==> src/rtl/controller_floatingpoint_mul.sv <==
`timescale 1ns/1ps
`default_nettype none
// ============================================================================
// Module   : controller_floatingpoint_mul
// Purpose  : Sequencing FSM for the single-precision FP multiplier datapath.
//            Steps IDLE -> LOAD -> MULT -> NORM -> ROUND -> DONE, drives the
//            datapath register/normalise/rounding controls and reports a
//            start/busy/done handshake with a sticky per-operation overflow.
// Revision : 1.0 - initial release
// ----------------------------------------------------------------------------
// Parameters
//   DONE_PULSE              1: done is a one-cycle pulse
//                           0: done holds in DONE until ack_i
// Build macro
//   FPMUL_CTRL_QUEUE_EN     adds a one-deep pending-start latch so a start
//                           received while busy launches straight after DONE
// Ports
//   clk_i, reset_i          clock, synchronous active-high reset
//   start_i, ack_i          request / done acknowledge (ack only if DONE_PULSE=0)
//   MLB_significand_mult_i  product MSB (1 = normalise shift needed)
//   MLB_exp_inc_i           exponent bit 8 after increment
//   overflow_flag_i         overflow from rounding stage
//   mux_en_reg_o            0 = load A/B, 1 = load exp_sum/product
//   enable_reg_o            operand/intermediate register enable
//   inc_shift_en_o          exponent +1 and significand >>1
//   enable_rounding_o       rounding register enable
//   mux_en_rounding_o       1 = rounding output forced to zero
//   no_start_o              1 = rounding stage idle
//   busy_o, done_o          handshake status
//   result_ovf_o            sticky overflow of the current/last operation
// ============================================================================
module controller_floatingpoint_mul #(
  parameter int DONE_PULSE = 1
) (
  input  logic clk_i,
  input  logic reset_i,
  input  logic start_i,
  input  logic ack_i,
  input  logic MLB_significand_mult_i,
  input  logic MLB_exp_inc_i,
  input  logic overflow_flag_i,
  output logic mux_en_reg_o,
  output logic enable_reg_o,
  output logic inc_shift_en_o,
  output logic enable_rounding_o,
  output logic mux_en_rounding_o,
  output logic no_start_o,
  output logic busy_o,
  output logic done_o,
  output logic result_ovf_o
);

  localparam logic [2:0] c_IDLE  = 3'd0;
  localparam logic [2:0] c_LOAD  = 3'd1;
  localparam logic [2:0] c_MULT  = 3'd2;
  localparam logic [2:0] c_NORM  = 3'd3;
  localparam logic [2:0] c_ROUND = 3'd4;
  localparam logic [2:0] c_DONE  = 3'd5;

  logic [2:0] state_q, state_d;
  logic       norm_flag_q, norm_flag_d;
  logic       exp_ovf_q, exp_ovf_d;
  logic       result_ovf_q, result_ovf_d;

  logic w_done_exit;   // DONE may be left on this edge
  logic w_pending;     // a queued request is waiting
  logic w_relaunch;    // leave DONE straight into LOAD

  assign w_done_exit = (DONE_PULSE != 0) ? 1'b1 : ack_i;

`ifdef FPMUL_CTRL_QUEUE_EN
  logic pending_q, pending_d;

  assign w_pending  = pending_q;
  // A start arriving on the DONE exit edge itself is folded straight into
  // the relaunch rather than parked in the latch.
  assign w_relaunch = pending_q | start_i;

  always_ff @(posedge clk_i) begin
    if (reset_i) begin
      pending_q <= 1'b0;
    end else begin
      pending_q <= pending_d;
    end
  end

  always_comb begin
    pending_d = pending_q;
    if ((state_q == c_DONE) && w_done_exit) begin
      pending_d = 1'b0;
    end else if (start_i && (state_q != c_IDLE)) begin
      pending_d = 1'b1;
    end
  end
`else
  assign w_pending  = 1'b0;
  assign w_relaunch = 1'b0;
`endif

  // State register
  always_ff @(posedge clk_i) begin
    if (reset_i) begin
      state_q <= c_IDLE;
    end else begin
      state_q <= state_d;
    end
  end

  // Next-state logic
  always_comb begin
    state_d = state_q;
    case (state_q)
      c_IDLE:  if (start_i || w_pending) state_d = c_LOAD;
      c_LOAD:  state_d = c_MULT;
      c_MULT:  state_d = c_NORM;
      c_NORM:  state_d = c_ROUND;
      c_ROUND: state_d = c_DONE;
      c_DONE:  if (w_done_exit) state_d = w_relaunch ? c_LOAD : c_IDLE;
      default: state_d = c_IDLE;
    endcase
  end

  // Status latches sampled from the datapath
  always_ff @(posedge clk_i) begin
    if (reset_i) begin
      norm_flag_q  <= 1'b0;
      exp_ovf_q    <= 1'b0;
      result_ovf_q <= 1'b0;
    end else begin
      norm_flag_q  <= norm_flag_d;
      exp_ovf_q    <= exp_ovf_d;
      result_ovf_q <= result_ovf_d;
    end
  end

  always_comb begin
    norm_flag_d  = norm_flag_q;
    exp_ovf_d    = exp_ovf_q;
    result_ovf_d = result_ovf_q;
    if (state_q == c_MULT) begin
      norm_flag_d = MLB_significand_mult_i;
    end
    if (state_q == c_ROUND) begin
      // The exponent bit is captured on the same edge, so combine the live
      // value rather than the not-yet-updated latch.
      exp_ovf_d    = MLB_exp_inc_i;
      result_ovf_d = MLB_exp_inc_i | overflow_flag_i;
    end
    if (state_q == c_DONE) begin
      result_ovf_d = result_ovf_q | exp_ovf_q | overflow_flag_i;
    end
    // Entering LOAD starts a fresh operation; this overrides the DONE hold.
    if (state_d == c_LOAD) begin
      norm_flag_d  = 1'b0;
      exp_ovf_d    = 1'b0;
      result_ovf_d = 1'b0;
    end
  end

  // Output decode: state register and norm_flag only
  always_comb begin
    mux_en_reg_o      = 1'b0;
    enable_reg_o      = 1'b0;
    inc_shift_en_o    = 1'b0;
    enable_rounding_o = 1'b0;
    mux_en_rounding_o = 1'b1;
    no_start_o        = 1'b1;
    busy_o            = 1'b0;
    done_o            = 1'b0;
    case (state_q)
      c_LOAD: begin
        enable_reg_o = 1'b1;
        busy_o       = 1'b1;
      end
      c_MULT: begin
        mux_en_reg_o = 1'b1;
        enable_reg_o = 1'b1;
        busy_o       = 1'b1;
      end
      c_NORM: begin
        inc_shift_en_o = norm_flag_q;
        busy_o         = 1'b1;
      end
      c_ROUND: begin
        inc_shift_en_o    = norm_flag_q;
        enable_rounding_o = 1'b1;
        mux_en_rounding_o = 1'b0;
        no_start_o        = 1'b0;
        busy_o            = 1'b1;
      end
      c_DONE: begin
        // Keep the rounded result visible while done is high.
        mux_en_rounding_o = 1'b0;
        no_start_o        = 1'b0;
        busy_o            = 1'b1;
        done_o            = 1'b1;
      end
      default: ;
    endcase
  end

  assign result_ovf_o = result_ovf_q;

endmodule
`default_nettype wire

==> config.mk <==
export PLATFORM = sky130hd
export DESIGN_NAME = controller_floatingpoint_mul
export DESIGN_NICKNAME = d
export VERILOG_FILES = /design/src/rtl/controller_floatingpoint_mul.sv
export SDC_FILE = /design/constraint.sdc
export NUM_CORES = 1
export LEC_CHECK = 0
export ABC_AREA = 1
export BUFFER_PORTS_ARGS = -buffer_cell sky130_fd_sc_hd__buf_2
export CORE_AREA = 8 8 45 47
export CTS_CLUSTER_DIAMETER = 120
export DETAILED_ROUTE_END_ITERATION = 8
export DIE_AREA = 0 0 53 55
export GPL_TIMING_DRIVEN = 0
export PLACE_DENSITY = 0.53
export SLEW_MARGIN = 5
export SYNTH_ARGS = -nofsm -noshare
export SYNTH_HDL_FRONTEND = slang
export SYNTH_SLANG_ARGS = --single-unit
==> constraint.sdc <==
create_clock -name clk_i -period 1 [get_ports clk_i]
set_input_delay 0.1 -clock clk_i [delete_from_list [all_inputs] [get_ports clk_i]]
set_output_delay 0.1 -clock clk_i [all_outputs]
set_load 0.1 [all_outputs]
==> metrics.md <==
| Metric | Value |
|---|---|
| Starting density of the core | roughly a quarter |
| Die Wd | between 50 and 60 µm |
| Worst-path clk slew | approximately 50 ps |
| Rows | 14 |
| Most used cell, CP | nor2_4 |
| Sequential-to-total area share from yosys stat | roughly 37% |
| CP Launch Type | flop |
| Die ar. | 2915 µm² |
| Core area | 1384 µm² |
| Setup WS post-layout | -376.6 ps |
| Peak supply drop | slightly above 0.8 mV |
| Largest stage delay, worst path | 340 ps |
| Max-cap violations | 0 |
| WL met1 | a little under 400 µm |
| Post-layout util | between 50% and 60% |
| WL met3 | slightly below 70 µm |
| Clock skew | 4.187 ps |
| Post-DP HPWL | between 600 and 700 µm |
| Clk sinks | 6 |
| # H-tree levels | 1 |
| Detailed-route DRC error count | 0 |
| Worst min-delay path class | in -> reg |
| Routed met2 length | 559 µm |
| Slowest CP cell | dfxtp_2 |
| Crit path DAT | approximately 1300 ps |
| Failing checks | negative setup slack |
| CTS tree | done |
| RSZ-0062 raised after global routing | true |
| Post-Route WL | around 1.0 mm |
| Share of layout cells above drive strength 1 | around 70% |
| Max-slew violations | 0 |
| Antenna Cells | 0 |
| Root Driver | clkbuf_4 |
| Crit path required time | approximately 900 ps |
| Int Power | between 0.0007 and 0.0008 W |
| Placed cell areas | ~510 µm² |
| Crit path time final | between 1000 and 1500 ps |
| Clk network pwr share | around 18% |
| Max frequency | 0.7265 GHz |
| Final #Nets | 79 |
| Max Fanout on Critical Path | 4 |
| Seq pwr share | approximately 22% |
| Vias per std cell | approximately 4.3 |
| Antenna-violating nets left | 0 |
| Clock buffer depth | 2 |
| DR top layer | met3 |
| Switching Share | between 40 and 50% |
| Measured slew at the worst slew-check pin | roughly 280 ps |
| Mapped Nets | 51 |
| Number of I/O port buffers | 14 |
| Synth Warn # | 0 |
| Iteration count of the initial detailed-routing pass | 3 |
| Critical Path, Cell by Cell | nor2_4 -> nand2_4 -> inv_12 -> a21oi_4 -> nor2_4 -> buf_12 |
| Most frequent cells in the layout | buf_12 (10), buf_4 (8), nand2_1 (6) |
| Status | finished, violations left |
| Wire length of the first global-routing pass | 1.711 mm |
| Worst skew pair latency | 250 ps |
| Synth Instances | 44 |
| Power share of the combinational group | roughly three fifths |
| Static Leakage | 0.3326 nW |
| Endpoints failing setup | 13 |
| Final instance area | about 770 µm² |
| Commonest non-fill, non-tap cell in the layout | buf_12 |
| Synth-to-layout area growth | 134.9% |
| Initial antenna violation count | 0 |
| TNS Setup | -2825 ps |
| Vias in the first global route | approximately 400 |
| Total grt overflow | 0 |
| Flops & latches, synth | 6 |
| Max-Slew Margin vs Limit | 81.55% |
| Largest net degree at the start of global routing | 7 |
| Total CTS buffers | 3 |
| # fillers | 132 |
| Chip height | roughly 55 µm |
| Final hold viol count | 0 |
| Crit end category | output pin |
| Via Count | approximately 370 |
| Placer Congestion | approximately 0.7 |
| Syn Area/Cell | roughly 7.4 µm² |
| Netlist Area Pre-Place | 326.6 µm² |
| WL per Instance | roughly 12 µm |
| Crit path kind | reg -> out |
| P_sw | 0.0005664 W |
| Pwr per Cell Area | between 1500 and 2000 nW/µm² |
| Synth cell types | 21 |
| Number of I/O pins | 16 |
| GRT Overall Usage | 8.269% |
| Initial drt markers | 3 |
| Period utilization | 137.7% |
## sequential cells by signal (all words and copies together) (netlist names)
signal	flops
exp_ovf_q	1
result_ovf_o	1
state_q	3
norm_flag_q	1
## Yosys cell counts
master | number | area (µm²)
nor2_1 | 5 | 18.77
a31oi_1 | 1 | 6.260
clkinv_1 | 1 | 3.750
nand2_2 | 1 | 6.260
buf_4 | 1 | 7.510
nor2_4 | 1 | 11.26
nand4_1 | 1 | 6.260
a21oi_1 | 2 | 10.01
inv_1 | 5 | 18.77
nor4_1 | 1 | 6.260
nand3_2 | 2 | 20.02
nor3_1 | 1 | 5.000
inv_4 | 1 | 6.260
buf_6 | 1 | 11.26
nand2_4 | 1 | 11.26
nand3_1 | 2 | 10.01
inv_2 | 1 | 3.750
nand2_1 | 8 | 30.03
a21oi_2 | 1 | 8.760
dfxtp_1 | 6 | 120.1
o21ai_0 | 1 | 5.000
## final timing paths
| check | from | to | slack (ps) | depth (start not counted) |
|---|---|---|---|---|
| hold / removal | reset_i | state_q[0] | 50 | 2 |
| hold reg to reg | norm_flag_q | norm_flag_q | 460 | 2 |
| setup reg to reg | state_q[0] | result_ovf_o | -200 | 7 |
| setup / recovery | state_q[0] | inc_shift_en_o | -380 | 6 |
## power groups by stage
stage / sequential (W) / clock, W / combinational (W)
floorplan: 0.000291 / 0 / 0.000419
global placement: 0.000287 / 0 / 0.000487
detailed placement: 0.000287 / 0 / 0.000488
CTS: 0.000284 / 0.000242 / 0.000748
global route: 0.000287 / 0.000257 / 0.000809
finish: 0.000284 / 0.000228 / 0.000778
## routing by layer
metal  vias up  GRT usage (%)
met3         0          2.941
met5         -              0
met2         8          15.43
li1        192              -
met4         0          5.172
met1       166          7.492
## metrics by stage
stage               instances  worst slack (ps)   power, W  hold slack, ps
detailed placement         74            -449.7  0.0007752           302.3
finish                     86            -376.6   0.001290           51.92
CTS                        85            -373.9   0.001274           36.99
floorplan                  44            -459.7  0.0007106           162.0
global placement           74            -438.4  0.0007736           301.6
global route               86            -443.2   0.001353           47.61
## layout make-up
type                            instances  area [µm²]  area share [%]
Timing Repair Buffer                   23       267.8           34.91
Multi-Input combinational cell         28       226.5           29.53
Sequential cell                         6       127.6           16.64
Inverter                                8       62.56           8.157
Buffer                                  2       40.04           5.220
Clock buffer                            3       22.52           2.936
Tap cell                               16       20.02           2.610
## cell families after synthesis
| group | count (synthesis) | synth area share (%) |
|---|---|---|
| compound gates | 5 | 9.196 |
| buf+inv | 10 | 15.71 |
| flops | 6 | 36.78 |
| simple gates | 23 | 38.32 |
## critical path: cells and delay by family, from the launching register on
family / cells / cell delay (ps)
flip-flops: 1 / 340
AND/OR/NAND/NOR: 3 / 410
AO/OA/AOI/OAI: 1 / 30
buffers and inverters: 2 / 250
## what timing repair did
action / in CTS / in global routing
hold buffers: 0 / 0
resized for setup: 41 / 1
setup endpoints to repair: 12 / 13
pin swaps: 3 / 1
setup buffers: 8 / 1
Power figures use the tool's default switching activity.
